**src/rtl/dout_shaper_pkg.sv**
```systemverilog
// Shared encodings for the digital output shaper: FSM states and pin polarity.
package dout_shaper_pkg;

  localparam int unsigned STATE_W = 2;

  typedef enum logic [STATE_W-1:0] {
    S_INACT  = 2'd0,
    S_ONDLY  = 2'd1,
    S_ACT    = 2'd2,
    S_OFFDLY = 2'd3
  } state_e;

  localparam logic POL_LOW_ACTIVE  = 1'b0;
  localparam logic POL_HIGH_ACTIVE = 1'b1;

  // Logical activity seen on the pin: ACT and OFFDLY both hold the pin active.
  function automatic logic state_is_active(input state_e st);
    return (st == S_ACT) || (st == S_OFFDLY);
  endfunction

endpackage

```
**src/rtl/dout_shaper_tick_counter.sv**
```systemverilog
// Saturating refclk tick counter with synchronous clear and a ">= limit" completion flag.
module dout_shaper_tick_counter #(
  parameter int unsigned BW = 8
) (
  input  logic          clk,
  input  logic          rst_n,
  input  logic          clr_i,
  input  logic          inc_i,
  input  logic          tick_i,
  input  logic [BW-1:0] limit_i,
  output logic          done_c
);

  localparam logic [BW-1:0] CNT_MAX = '1;

  logic [BW-1:0] cnt_q, cnt_d;
  logic [BW:0]   cnt_p1;

  // One extra bit so a saturated count still compares as reaching any limit.
  assign cnt_p1 = {1'b0, cnt_q} + (BW+1)'(1);
  assign done_c = tick_i && (cnt_p1 >= {1'b0, limit_i});

  always_comb begin
    cnt_d = cnt_q;
    if (clr_i) begin
      cnt_d = '0;
    end else if (inc_i && tick_i && (cnt_q != CNT_MAX)) begin
      cnt_d = cnt_q + BW'(1);
    end
  end

  always_ff @(posedge clk or negedge rst_n) begin
    if (!rst_n) cnt_q <= '0;
    else        cnt_q <= cnt_d;
  end

endmodule

```
**src/rtl/dout_shaper.sv**
```systemverilog
// Digital output driver: on-delay, minimum active width and off-delay in refclk
// ticks, configurable pin polarity, and registered edge pulses / busy flag.
module dout_shaper
  import dout_shaper_pkg::*;
#(
  parameter int unsigned BW     = 8,
  parameter logic        INIVAL = 1'b0
) (
  input  logic          clk,
  input  logic          rst_n,
  input  logic          req,
  input  logic          pol,
  input  logic          refclk,
  input  logic [BW-1:0] on_dly,
  input  logic [BW-1:0] min_on,
  input  logic [BW-1:0] off_dly,
  output logic          pin_out,
  output logic          act,
  output logic          busy,
  output logic          act_edge,
  output logic          inact_edge
);

  state_e        state_q, state_d;
  logic          min_done_q, min_done_d;
  logic          pin_q, act_q, busy_q, act_edge_q, inact_edge_q;
  logic          act_d;
  logic          cnt_clr, cnt_inc, cnt_done;
  logic          min_eff;
  logic [BW-1:0] limit;

  // The single counter serves whichever phase is running.
  always_comb begin
    unique case (state_q)
      S_ONDLY: limit = on_dly;
      S_ACT:   limit = min_on;
      default: limit = off_dly;
    endcase
  end

  dout_shaper_tick_counter #(.BW(BW)) u_cnt (
    .clk     (clk),
    .rst_n   (rst_n),
    .clr_i   (cnt_clr),
    .inc_i   (cnt_inc),
    .tick_i  (refclk),
    .limit_i (limit),
    .done_c  (cnt_done)
  );

  assign min_eff = min_done_q || (min_on == '0) || cnt_done;

  always_comb begin
    state_d    = state_q;
    min_done_d = min_done_q;
    cnt_inc    = 1'b0;
    unique case (state_q)
      S_INACT: begin
        if (req) state_d = (on_dly != '0) ? S_ONDLY : S_ACT;
      end
      S_ONDLY: begin
        if (!req)          state_d = S_INACT;
        else if (cnt_done) state_d = S_ACT;
        else               cnt_inc = 1'b1;
      end
      S_ACT: begin
        if (min_eff) begin
          min_done_d = 1'b1;
          if (!req) state_d = (off_dly != '0) ? S_OFFDLY : S_INACT;
        end else begin
          cnt_inc = 1'b1;
        end
      end
      S_OFFDLY: begin
        // Retrigger keeps the minimum width already served.
        if (req) begin
          state_d    = S_ACT;
          min_done_d = 1'b1;
        end else if (cnt_done) begin
          state_d = S_INACT;
        end else begin
          cnt_inc = 1'b1;
        end
      end
      default: state_d = S_INACT;
    endcase
    if (state_d == S_INACT) min_done_d = 1'b0;
    cnt_clr = (state_d != state_q);
    act_d   = state_is_active(state_d);
  end

  always_ff @(posedge clk or negedge rst_n) begin
    if (!rst_n) begin
      state_q      <= S_INACT;
      min_done_q   <= 1'b0;
      pin_q        <= INIVAL;
      act_q        <= 1'b0;
      busy_q       <= 1'b0;
      act_edge_q   <= 1'b0;
      inact_edge_q <= 1'b0;
    end else begin
      state_q      <= state_d;
      min_done_q   <= min_done_d;
      pin_q        <= (pol == POL_HIGH_ACTIVE) ? act_d : ~act_d;
      act_q        <= act_d;
      busy_q       <= (state_d != S_INACT);
      act_edge_q   <= act_d & ~act_q;
      inact_edge_q <= ~act_d & act_q;
    end
  end

  assign pin_out    = pin_q;
  assign act        = act_q;
  assign busy       = busy_q;
  assign act_edge   = act_edge_q;
  assign inact_edge = inact_edge_q;

endmodule

```
**config.mk**
```make
export PLATFORM = sky130hd
export DESIGN_NAME = dout_shaper
export DESIGN_NICKNAME = d
export VERILOG_FILES = /design/src/rtl/dout_shaper_pkg.sv /design/src/rtl/dout_shaper_tick_counter.sv /design/src/rtl/dout_shaper.sv
export SDC_FILE = /design/constraint.sdc
export NUM_CORES = 1
export LEC_CHECK = 0
export CORE_AREA = 2 2 83 85
export DETAILED_ROUTE_END_ITERATION = 16
export DIE_AREA = 0 0 85 87
export PLACE_DENSITY_LB_ADDON = 0.2
export SLEW_MARGIN = 20
export SYNTH_ARGS = -nofsm -noshare
export SYNTH_HDL_FRONTEND = slang
export SYNTH_SLANG_ARGS = --single-unit
```
**constraint.sdc**
```tcl
create_clock -name clk -period 6.3 [get_ports clk]
set_input_delay 0.945 -clock clk [delete_from_list [all_inputs] [get_ports clk]]
set_output_delay 0.945 -clock clk [all_outputs]
set_load 0.005 [all_outputs]
```
**Word level (Yosys, flattened, before mapping)**

Cells that the tools add are included.

- Shift-type cells: 0
- Multiplexer cells: 23
- $mul: 0
- $add $sub $neg: 2
- Bitwise operators: 4
- Equal/unequal tests: 9
- Order comparisons: 1
- Div/mod/pow operators: 0
- Reductions and logical operators: 15

Operators by type and width:

| operator | count |
|---|---|
| $mux 2 | 9 |
| $mux 8 | 2 |
| $pmux 8 s2 | 1 |
| $reduce_bool 8->1 | 2 |
| $add 8x1->9 const B | 1 |
| $ge 9x8->1 | 1 |
| $add 8x1->8 const B | 1 |
| $eq 2x2->1 const B | 4 |
| $logic_not 8->1 | 1 |
| $mux 1 | 8 |
| $ne 8x8->1 const B | 1 |
| $pmux 2 s4 | 1 |
| $ne 3x3->1 const B | 2 |
| $logic_not 2->1 | 2 |
| $reduce_bool 2->1 | 2 |
| $logic_and 1x1->1 | 3 |
| $logic_or 1x1->1 | 3 |
| $pmux 1 s3 | 1 |
| $reduce_and 3->1 | 1 |
| $reduce_bool 3->1 | 1 |
| $and 1x1->1 | 2 |
| $eq 2x1->1 const B | 1 |
| $ne 2x2->1 | 1 |
| $not 1->1 | 2 |
| $pmux 1 s2 | 1 |

- Input port bits: 29
- ROM bits: 0
- Latch bits: 0
- Memories: 0
- Output and inout bits: 5
- Register bits: 16
- RAM bits: 0

**Longest topological paths before layout**

- Depth after elaboration: 11
- Mapped depth: 15
- Mapped depth without buffers: 13

**Modules after synthesis**

Synthesis repeated with hierarchy kept, for this count alone.

- Cells, all modules: 164
- Area total of the unflattened synthesis: 1366.3 um2

Modules (own cells, without submodules):

| module | times used | area an instance (um2) | cells an instance |
|---|---|---|---|
| dout_shaper_tick_counter | 1 | 686.9 | 79 |
| dout_shaper | 1 | 679.4 | 85 |

**Worst setup path after synthesis**

No wires, ideal clock.

- Kind: register -> register
- From: register state_q[0]
- To: register u_cnt.cnt_q[3]
- Path buffers: 1
- Library setup time: 0.136 ns
- Path slack: 3.097 ns
- Arrival: 3.067 ns
- Stages on the path, launching flop included: 15
- Cell sequence: dfrtp_1 -> inv_1 -> ha_1 -> clkbuf_1 -> a22oi_1 -> nand2_1 -> o21ai_0 -> ha_1 -> a21oi_1 -> o21bai_2 -> or3_4 -> nor4b_4 -> and2b_1 -> xnor2_1 -> nor3_2

- Cells in the longest elaborated chain, start to end: 10
- Elaborated cells on any way between the ends: 26

RTL lines:

| item | line | text |
|---|---|---|
| start, declared | dout_shaper.sv:24 | `state_e state_q, state_d;` |
| start signal, assigned | dout_shaper.sv:102 | `state_q <= state_d;` |
| branches (longest 10 deep; another with $ge 9x8->1) | - |  |
| end signal, assigned | dout_shaper_tick_counter.sv:34 | `else cnt_q <= cnt_d;` |
| end, declared | dout_shaper_tick_counter.sv:16 | `logic [BW-1:0] cnt_q, cnt_d;` |

Parallel ways; which one is timed is not known.
A chain may end at the register's enable or synchronous reset.

**Worst setup path after layout**

- From: register state_q[0]
- To: register u_cnt.cnt_q[7]

The elaborated chain is that of the path after synthesis.

==> impl_results.md <==
- R2r worst-path depth: 13
- Ant. Diodes: 0
- Share of post-route cells with drive strength above 1: 14.49%
- Synth top area cells: dfrtp_1 (25%), ha_1 (10%), nor3_2 (5.7%)
- Status: complete, no violations
- Synthesized area per cell: between 9 and 10 µm²
- DPL Wire Length: between 3000 and 4000 µm
- Post-synth top area cell: dfrtp_1
- Tmin final: ~3.6 ns
- Async S/R FF share, synth: 100.0%
- I/O pin total: 34
- CTS Buffer Depth: 2
- Post-route DRC violation count: 0
- Hold Vio Cnt, Final: 0
- Filler cells: 706
- Critical path depth: 13
- Worst VDD drop: 0.0001701 V
- Kind of cell adding the most delay to the critical path: simple AND/OR/NAND/NOR gates
- Std cell rows: 30
- Post_cts resized: 0
- Root Buffer: clkbuf_8
- Setup TNS: 0 ns
- Pre-Repair DR Iteration Count: 4
- Final Max Tran Viols: 0
- PnR Total Power: about 0.75 mW
- Slowest-stage cell, CP: nor4b_4
- Crit Path Class: reg2reg
- Area growth syn-to-layout: 29.14%
- Top achievable clock speed: ~0.28 GHz
- Synth warnings: 0
- DR WL/cell: 13.78 µm
- # port buffers: 33
- Mapped Nets: roughly 220
- CTS hold repair buffers: 0
- All-Layer GR Usage: around 11%
- Slew @ Worst Pin: a little over 0.7 ns
- Worst hold stages: 2
- CTS tree: done
- Via Count: 1,354
- Final wirelength: 3954 µm
- Die Wd: roughly 85 µm
- Setup Skew: approximately 0.0044 ns
- Most used cell, CP: ha_1
- H-tree Lvls: 1
- Synthesized flop and latch total: 16
- Slew HR: 52.47%
- Worst path cell trace: inv_1 > ha_1 > a22oi_1 > nand2_1 > o21ai_0 > ha_1 > nand3_1 > o21bai_2 > or3_4 > nor4b_4 > and2b_1 > xnor2_1 > nor3_2
- Worst Path Buf+Inv: 1
- Layout Nets: 250
- Netlist Area Pre-Place: about 1600 µm²
- Power per standard cell area: approximately 360 nW/µm²
- RSZ-0062 raised after global routing: false
- Vias in the first global route: between 1,000 and 1,500
- Pin count of the biggest net entering global routing: 17
- Antenna viol nets, final: 0
- Commonest cells in the netlist: nand2_1 (19), dfrtp_1 (16), ha_1 (13)
- Tcrit/Tclk final: a little under three fifths
- Number of synthesized flops with an enable pin: 0
- CP max FO: 15
- Sequential-to-total area share from yosys stat: approximately 25%
- Gpl congestion: 0.7575
- Clock slew at reported path FFs: 0.06 ns
- CP peak stage delay: around 0.54 ns
- Initial antenna violation count: 0
- Die Y: around 87 µm
- Initial Util: 24.25%
- Critical path required time: around 6.4 ns
- CP Capture Type: flip-flop
- Die ar.: between 7000 and 8000 µm²
- Num CTS Buffers: 3
- First-pass GRT wire length: between 6000 and 7000 µm
- Setup bufs post-CTS: 0
- Clk Latency, worst-skew pair: ~0.25 ns
- Worst min path class: reg2reg
- GRT overflow: 0
- Clk sinks: 16
- Yosys top cell area share: 25.14%
- Crit path launch type: flip-flop
- Via density: 4.718
- Distinct cell type count after synthesis: 55
- Most common cell in the netlist: nand2_1
- Worst EP arrival: approximately 3.7 ns
- Gate Count Post-Synth: 175
- Initial DRC count: 63
- # setup viols final: 0
- Core Box Area: around 6600 µm²
- Leakage: 0.8401 nW
- Top FF cell, synth: dfrtp_1
- Max_cap viols: 0
[path summary, 6_finish.rpt]
check	from	slack, ns	to
max reg2reg	state_q[0]	2.70	u_cnt.cnt_q[7]
min reg2reg	act	0.53	inact_edge
max in group asynchronous	rst_n	4.73	u_cnt.cnt_q[0]
max	state_q[0]	2.70	u_cnt.cnt_q[7]
min in group asynchronous	rst_n	1.12	u_cnt.cnt_q[2]
min	act	0.53	inact_edge
[power by group]
group	switching, mW	internal, mW	total (mW)
sequential	0.0264	0.129	0.156
combinational	0.293	0.207	0.501
clock	0.0340	0.0554	0.0894
total	0.354	0.392	0.746
[cells in the final DEF (no fill, tap or decap), drive strengths merged, types with 2 or more instances in the layout]
cell,count
inv,4
a31o,2
nand3,6
a31oi,2
nand2,19
dfrtp,16
clkdlybuf4s50,33
o221ai,2
or3,2
xor2,6
nor4,4
nor3,11
nor3b,2
clkbuf,4
or4,2
xnor2,8
or2,3
o21ai,11
nor2b,3
and2b,3
a21oi,8
o31ai,3
nor2,13
a22oi,8
ha,13
a21o,3
a211oi,2
[final cells by class]
type	instances	area (µm²)	share of cell area, %
Clock buffer	4	55.05	2.676
Inverter	4	15.01	0.7299
Multi-Input combinational cell	150	1156	56.20
Sequential cell	16	400.4	19.46
Tap cell	80	100.1	4.866
Timing Repair Buffer	33	330.3	16.06
[registers in the layout, summed over array words and instances (netlist names)]
name,cells
u_cnt.cnt_q,8
state_q,2
act,1
act_edge,1
busy,1
inact_edge,1
min_done_q,1
pin_out,1
[per-stage QoR]
stage / cell area [µm²] / worst slack [ns] / utilization [%] / hold slack (ns) / instances
global route: 2057 / 2.338 / 31.31 / 0.5909 / 287
detailed placement: 2002 / 2.522 / 30.48 / 0.5229 / 283
floorplan: 1593 / 3.097 / - / 0.4850 / 175
CTS: 2057 / 2.661 / 31.31 / 0.5375 / 287
global placement: 2002 / 2.510 / 30.48 / 0.5336 / 283
finish: 2057 / 2.701 / 31.31 / 0.5282 / 287
[worst reg2reg max path, delay by kind of cell, from the launching register on]
family	cells	cell delay [ns]
adder cells (fa/ha/maj)	2	0.85
AND/OR/NAND/NOR	6	1.40
buffers and inverters	1	0.20
XOR/XNOR	1	0.13
flip-flops	1	0.47
AO/OA/AOI/OAI	3	0.39
[cell families after synthesis]
| group | Yosys count | synth area share [%] |
|---|---|---|
| and+or+nand+nor | 73 | 29.69 |
| AOI/OAI and AO/OA | 49 | 24.35 |
| DFF | 16 | 25.14 |
| xor gates and xnor gates | 14 | 7.699 |
| adders and majority gates | 13 | 10.21 |
| buffers and inverters | 9 | 2.278 |
| muxes | 1 | 0.6285 |
[per-layer routing]
metal / global-route usage, % / wire length (µm) / up-vias
met4: 3.030 / 40 / 0
met2: 18.11 / 1725 / 32
met1: 16.13 / 1999 / 603
li1: - / - / 715
met5: 0 / 0 / -
met3: 1.517 / 189 / 4
Note: power is estimated with default switching activity, not from simulation.
